===== config.mk =====
export PLATFORM = sky130hd
export DESIGN_NAME = cv_bg_fetch
export DESIGN_NICKNAME = d
export VERILOG_FILES = /design/src/rtl/cv_bg_fetch.sv
export SDC_FILE = /design/constraint.sdc
export NUM_CORES = 1
export LEC_CHECK = 0
export BUFFER_PORTS_ARGS = -buffer_cell sky130_fd_sc_hd__buf_2
export CAP_MARGIN = 15
export CORE_UTILIZATION = 49
export CTS_BUF_LIST = sky130_fd_sc_hd__clkbuf_8
export CTS_CLUSTER_DIAMETER = 30
export CTS_CLUSTER_SIZE = 16
export DETAILED_ROUTE_END_ITERATION = 8
export MAX_ROUTING_LAYER = met4
export PLACE_DENSITY = 0.89
export SETUP_SLACK_MARGIN = 0.02
export SLEW_MARGIN = 10
export SYNTH_ARGS = -nofsm -noshare
export SYNTH_HDL_FRONTEND = slang
export SYNTH_SLANG_ARGS = --single-unit

===== constraint.sdc =====
create_clock -name clk -period 4.2 [get_ports clk]
set_input_delay 0.84 -clock clk [delete_from_list [all_inputs] [get_ports clk]]
set_output_delay 0.84 -clock clk [all_outputs]
set_load 0.01 [all_outputs]

===== src/rtl/cv_bg_fetch.sv =====
// cv_bg_fetch: per-scanline BG tile/char fetch sequencer over the four BG screens
module cv_bg_fetch #(
    parameter int NTILES = 41,
    parameter int CW     = 6
) (
    input  logic          clk,
    input  logic          reset,
    input  logic          line_start,
    input  logic [9:0]    line_num,
    input  logic [3:0]    layer_en,
    input  logic [7:0]    r_rend_order,
    output logic          busy,
    output logic          line_done,
    output logic [1:0]    bg_screen,
    input  logic [9:0]    r_bg_yoffset,
    input  logic [9:0]    r_bg_xoffset,
    input  logic [1:0]    r_bg_bank,
    output logic [13:0]   t_addr,
    output logic          t_ren,
    input  logic [9:0]    t_dout,
    output logic [13:0]   c_addr,
    output logic          c_ren,
    input  logic [63:0]   c_dout,
    output logic          pix_valid,
    output logic [63:0]   pix_data,
    output logic [1:0]    pix_screen,
    output logic [CW-1:0] pix_col,
    output logic [2:0]    pix_fine
);
    typedef enum logic [2:0] {IDLE, SEL, FETCH, DRAIN, DONE} state_t;
    state_t        r_state;
    logic [9:0]    r_line;
    logic [2:0]    r_row;
    logic [2:0]    r_fine;
    logic          r_bank;
    logic          r_drain;
    logic [1:0]    r_slot;
    logic [CW-1:0] r_col;
    logic [1:0]    r_s1_screen;
    logic [CW-1:0] r_s1_col;
    logic [2:0]    r_s1_fine;
    logic [1:0]    w_slot_n;
    logic [1:0]    w_next_screen;
    logic [9:0]    w_y;
    logic          w_last_slot;
    logic          w_unused;

    assign w_slot_n      = r_slot + 2'd1;
    assign w_next_screen = r_rend_order[{w_slot_n, 1'b0} +: 2];
    assign w_y           = r_line + r_bg_yoffset;
    assign w_last_slot   = (r_slot == 2'd3);
    assign c_addr        = c_ren ? {r_bank, t_dout, r_row} : '0;
    assign pix_data      = pix_valid ? c_dout : '0;
    assign w_unused      = r_bg_bank[1];

    // Sequencer FSM plus the two-stage tile->char->pixel pipeline
    always_ff @(posedge clk) begin
        if (!reset) begin
            r_state     <= IDLE;
            r_line      <= '0;
            r_row       <= '0;
            r_fine      <= '0;
            r_bank      <= 1'b0;
            r_drain     <= 1'b0;
            r_slot      <= '0;
            r_col       <= '0;
            r_s1_screen <= '0;
            r_s1_col    <= '0;
            r_s1_fine   <= '0;
            busy        <= 1'b0;
            line_done   <= 1'b0;
            bg_screen   <= '0;
            t_addr      <= '0;
            t_ren       <= 1'b0;
            c_ren       <= 1'b0;
            pix_valid   <= 1'b0;
            pix_screen  <= '0;
            pix_col     <= '0;
            pix_fine    <= '0;
        end else begin
            c_ren     <= t_ren;
            pix_valid <= c_ren;
            line_done <= 1'b0;
            if (t_ren) begin
                r_s1_screen <= bg_screen;
                r_s1_col    <= r_col;
                r_s1_fine   <= r_fine;
            end
            if (c_ren) begin
                pix_screen <= r_s1_screen;
                pix_col    <= r_s1_col;
                pix_fine   <= r_s1_fine;
            end
            case (r_state)
                IDLE: begin
                    if (line_start) begin
                        r_line    <= line_num;
                        r_slot    <= '0;
                        bg_screen <= r_rend_order[1:0];
                        busy      <= 1'b1;
                        r_state   <= SEL;
                    end
                end
                SEL: begin
                    if (layer_en[bg_screen]) begin
                        r_row   <= w_y[2:0];
                        r_fine  <= r_bg_xoffset[2:0];
                        r_bank  <= r_bg_bank[0];
                        r_col   <= '0;
                        t_ren   <= 1'b1;
                        t_addr  <= {w_y[9:3], r_bg_xoffset[9:3]};
                        r_state <= FETCH;
                    end else if (w_last_slot) begin
                        line_done <= 1'b1;
                        r_state   <= DONE;
                    end else begin
                        r_slot    <= w_slot_n;
                        bg_screen <= w_next_screen;
                    end
                end
                FETCH: begin
                    if (r_col == CW'(NTILES - 1)) begin
                        t_ren   <= 1'b0;
                        r_drain <= 1'b0;
                        r_state <= DRAIN;
                    end else begin
                        r_col  <= r_col + CW'(1);
                        t_addr <= {t_addr[13:7], t_addr[6:0] + 7'd1};
                    end
                end
                DRAIN: begin
                    if (!r_drain) begin
                        r_drain <= 1'b1;
                    end else if (w_last_slot) begin
                        line_done <= 1'b1;
                        r_state   <= DONE;
                    end else begin
                        r_slot    <= w_slot_n;
                        bg_screen <= w_next_screen;
                        r_state   <= SEL;
                    end
                end
                DONE: begin
                    busy    <= 1'b0;
                    r_state <= IDLE;
                end
                default: r_state <= IDLE;
            endcase
        end
    end
endmodule


==> flow_summary.yaml <==
status:
  status: "complete, no violations"
placement:
  place_area_sq_mm: 0.00504
  port_buffers: 229
  place_congestion: 0.914
  dp.cells: 779
  dpl.hpwl_um: 10000
clock_tree:
  h-tree-depth: 3
  cts_setup_buffers: 0
  cts_buffer_depth: 2
  clock-sinks: 72
  clock_latency_ns: 0.35
  cts_tree: "done"
  ctsHoldBuffers: 0
  cts_root_buffer: "clkbuf_8"
  clkTransAtPathRegs_ns: 0.07
  cts_buffers: 9
  cts_resized: 0
finish:
  layout_commonest_cell: "buf_2"
  final_nets: 823
  drive_gt1_share_pct: 37.3
  antenna_cells: 0
  syn_to_final_growth_pct: 35.0
  nFillCells: 666
  multiInputGateArea_sq_mm: 0.00229
  layout_common_cells: "buf_2 (229), and2_1 (81), dfxtp_1 (71)"
  finish.instance_area_sq_mm: 0.00525
  regArea_sq_mm: 0.00144
  fin_cells: 793
power:
  p_per_area_mw_per_mm2: 477
  p_leak_nw: 2.63
  p_comb_share_pct: 37.7
  power.switching_uw: 949
  pwr-share-clk_pct: 23.2
  seqPwrFrac_pct: 39.0
  p_int_mw: 1.55
  ir_drop_mv: 0.353
  swShare_pct: 38.0
sta:
  finalSetupTns_ns: 0
  fmax_mhz: 390
  slew-limit-headroom_pct: 32.5
  hold_viol_final: 0
  worst_pin_slew_ns: 1.01
  finClkSkew_ns: 0.00804
  slew_viol_final: 0
  rsz0062_at_grt: "false"
  min_period_ns: 2.56
  final-setup-viol-count: 0
  fin_crit_sh_pct: 61.0
logic_synthesis:
  ys_seq_area_share_pct: 37.1
  yosys_warnings: 0
  synth-async-reset-ratio_pct: 0
  synth_top_area_cell: "dfxtp_1"
  syn-num-nets: 612
  synth_enable_flop_cells: 0
  netlist_area_sq_mm: 0.00388
  synth_top_area_share_pct: 37.1
  synth_cells: 477
  synthTopCellsByArea: "dfxtp_1 (37%), and2_1 (13%), mux2i_1 (6.4%), nand2_1 (6.3%), a21oi_1 (5.0%)"
  synth_ff_type: "dfxtp_1"
  synth.ff_latch_count: 72
  avgSynthCellArea_sq_um: 8.14
  ys_types: 49
global_route:
  grt_max_degree: 62
  grt_pass1_wl_um: 20500
  antenna_found_initial: 0
  grt_pass1_vias: 3938
  grt-ovfl-total: 0
  grt_usage_pct: 32.4
setup_path:
  cp-end-kind: "primary output"
  worstPathCellList: "and2_1, buf_2"
  critPathArrivalTime_ns: 1.72
  cp.required_ns: 3.36
  criticalPathCategory: "reg -> out"
  max_stage_delay_ns: 0.99
  crit_buf_inv: 1
  crit_fanout: 27
  worst_setup_path_start_kind: "flop"
  path_delay_family: "flip-flops"
  crit_path_top_delay_cell: "dfxtp_1"
floorplanning:
  ioPinCount: 231
  core_area_sq_mm: 0.00769
  rows: 32
  dieHeight_um: 91.0
  die_x_um: 91.0
  initial_utilization_pct: 50.5
  dieArea_sq_mm: 0.00829
drt:
  drt-vias-per-instance: 5.33
  drtIter0Drc: 267
  drt-total-wl_um: 13000
  dr.pass1.iters: 5
  drc: 0
  ant_nets: 0
  via_count: 4225
  post_drt_wl_per_cell_um: 16.4
hold_path:
  min_path_type: "reg -> reg"
flow_run:
  maxCapViolCount: 0
-- worst reg2reg max path, cell delays in order, from the launching register on --
cell and delay, ns:
dfxtp_1 0.59, or3b_1 0.68, a31oi_4 0.37, nor2_4 0.13
or3_1 0.34, a31oi_1 0.15
-- state kept, by name (all words and copies together), names as in the netlist --
name / count
pix_fine: 3
r_row: 3
pix_col: 6
r_s1_col: 6
r_line: 10
pix_valid: 1
r_state: 3
pix_screen: 2
bg_screen: 2
r_drain: 1
busy: 1
c_ren: 1
t_ren: 1
r_s1_screen: 2
r_fine: 3
r_slot: 2
r_col: 6
line_done: 1
t_addr: 14
r_bank: 1
r_s1_fine: 3
-- final cells by class --
| class | instances | area share [%] |
|---|---|---|
| clock buffers | 9 | 2.36 |
| clock inverters | 5 | 1.60 |
| inverters | 5 | 0.358 |
| multi-input cells | 369 | 43.6 |
| flip-flops and latches | 72 | 27.5 |
| well taps | 102 | 2.43 |
| repair buffers | 231 | 22.1 |
-- per-layer routing --
layer  track usage, %  wire length (um)
met1             34.8              4760
met2             56.6              6640
met3             9.80              1220
met4             11.2               394
met5                -                 0
-- power groups by stage --
stage	Clock, mW	Combinational (mW)	Sequential (mW)
final	0.580	0.943	0.976
after global routing	0.621	1.04	0.997
after CTS	0.585	0.937	0.973
after detailed placement	0	0.922	0.986
after global placement	0	0.892	0.981
after floorplan	0	0.701	0.933
-- metrics by stage --
step / utilization [%] / power (mW) / hold slack (ns) / setup slack (ns)
final: 68.2 / 2.50 / 0.452 / 1.64
after global routing: 68.2 / 2.66 / 0.481 / 1.45
after CTS: 68.2 / 2.50 / 0.456 / 1.27
after detailed placement: 65.5 / 1.91 / 0.445 / 1.56
after global placement: 65.5 / 1.87 / 0.438 / 1.62
after floorplan: - / 1.63 / 0.432 / 1.81
-- worst paths after layout --
kind | from | end | slack [ns] | depth (start not counted)
setup / recovery | c_ren$_SDFF_PN0_ | c_addr[2] | 1.64 | 2
hold / removal | r_row[0]$_SDFFE_PN0P_ | r_row[0]$_SDFFE_PN0P_ | 0.45 | 2
setup reg to reg | r_state[1]$_SDFFE_PN0P_ | t_addr[0]$_SDFFE_PN0P_ | 1.87 | 5
hold reg to reg | r_row[0]$_SDFFE_PN0P_ | r_row[0]$_SDFFE_PN0P_ | 0.45 | 2
-- Yosys cell counts (2+ instances only) --
cell type	count
clkbuf_1	21
and3_1	3
a31o_2	2
a31oi_1	2
buf_2	5
a221o_1	2
a211oi_1	5
nand3_1	17
nor3b_1	3
or3_1	3
o31ai_1	2
or2_2	2
mux2i_1	25
o2111ai_1	2
dfxtp_1	72
nor3_1	8
xnor2_1	6
and4_1	2
nand2b_1	4
nand3b_1	3
nand2_1	65
a21oi_1	39
ha_1	13
o32ai_1	3
o21ai_0	14
a21o_1	4
buf_1	3
inv_1	5
and2_1	81
nor2_1	39
xor2_1	3
buf_6	2
-- cell families after synthesis --
logic type	count (synthesis)	synth area share, %
DFF	72	37.1
adders and majority gates	14	4.70
xor gates and xnor gates	9	2.03
AOI/OAI and AO/OA	81	13.2
muxes	27	7.31
and+or+nand+nor	238	31.6
buffers and inverters	36	4.03
Power figures use the tool's default switching activity.
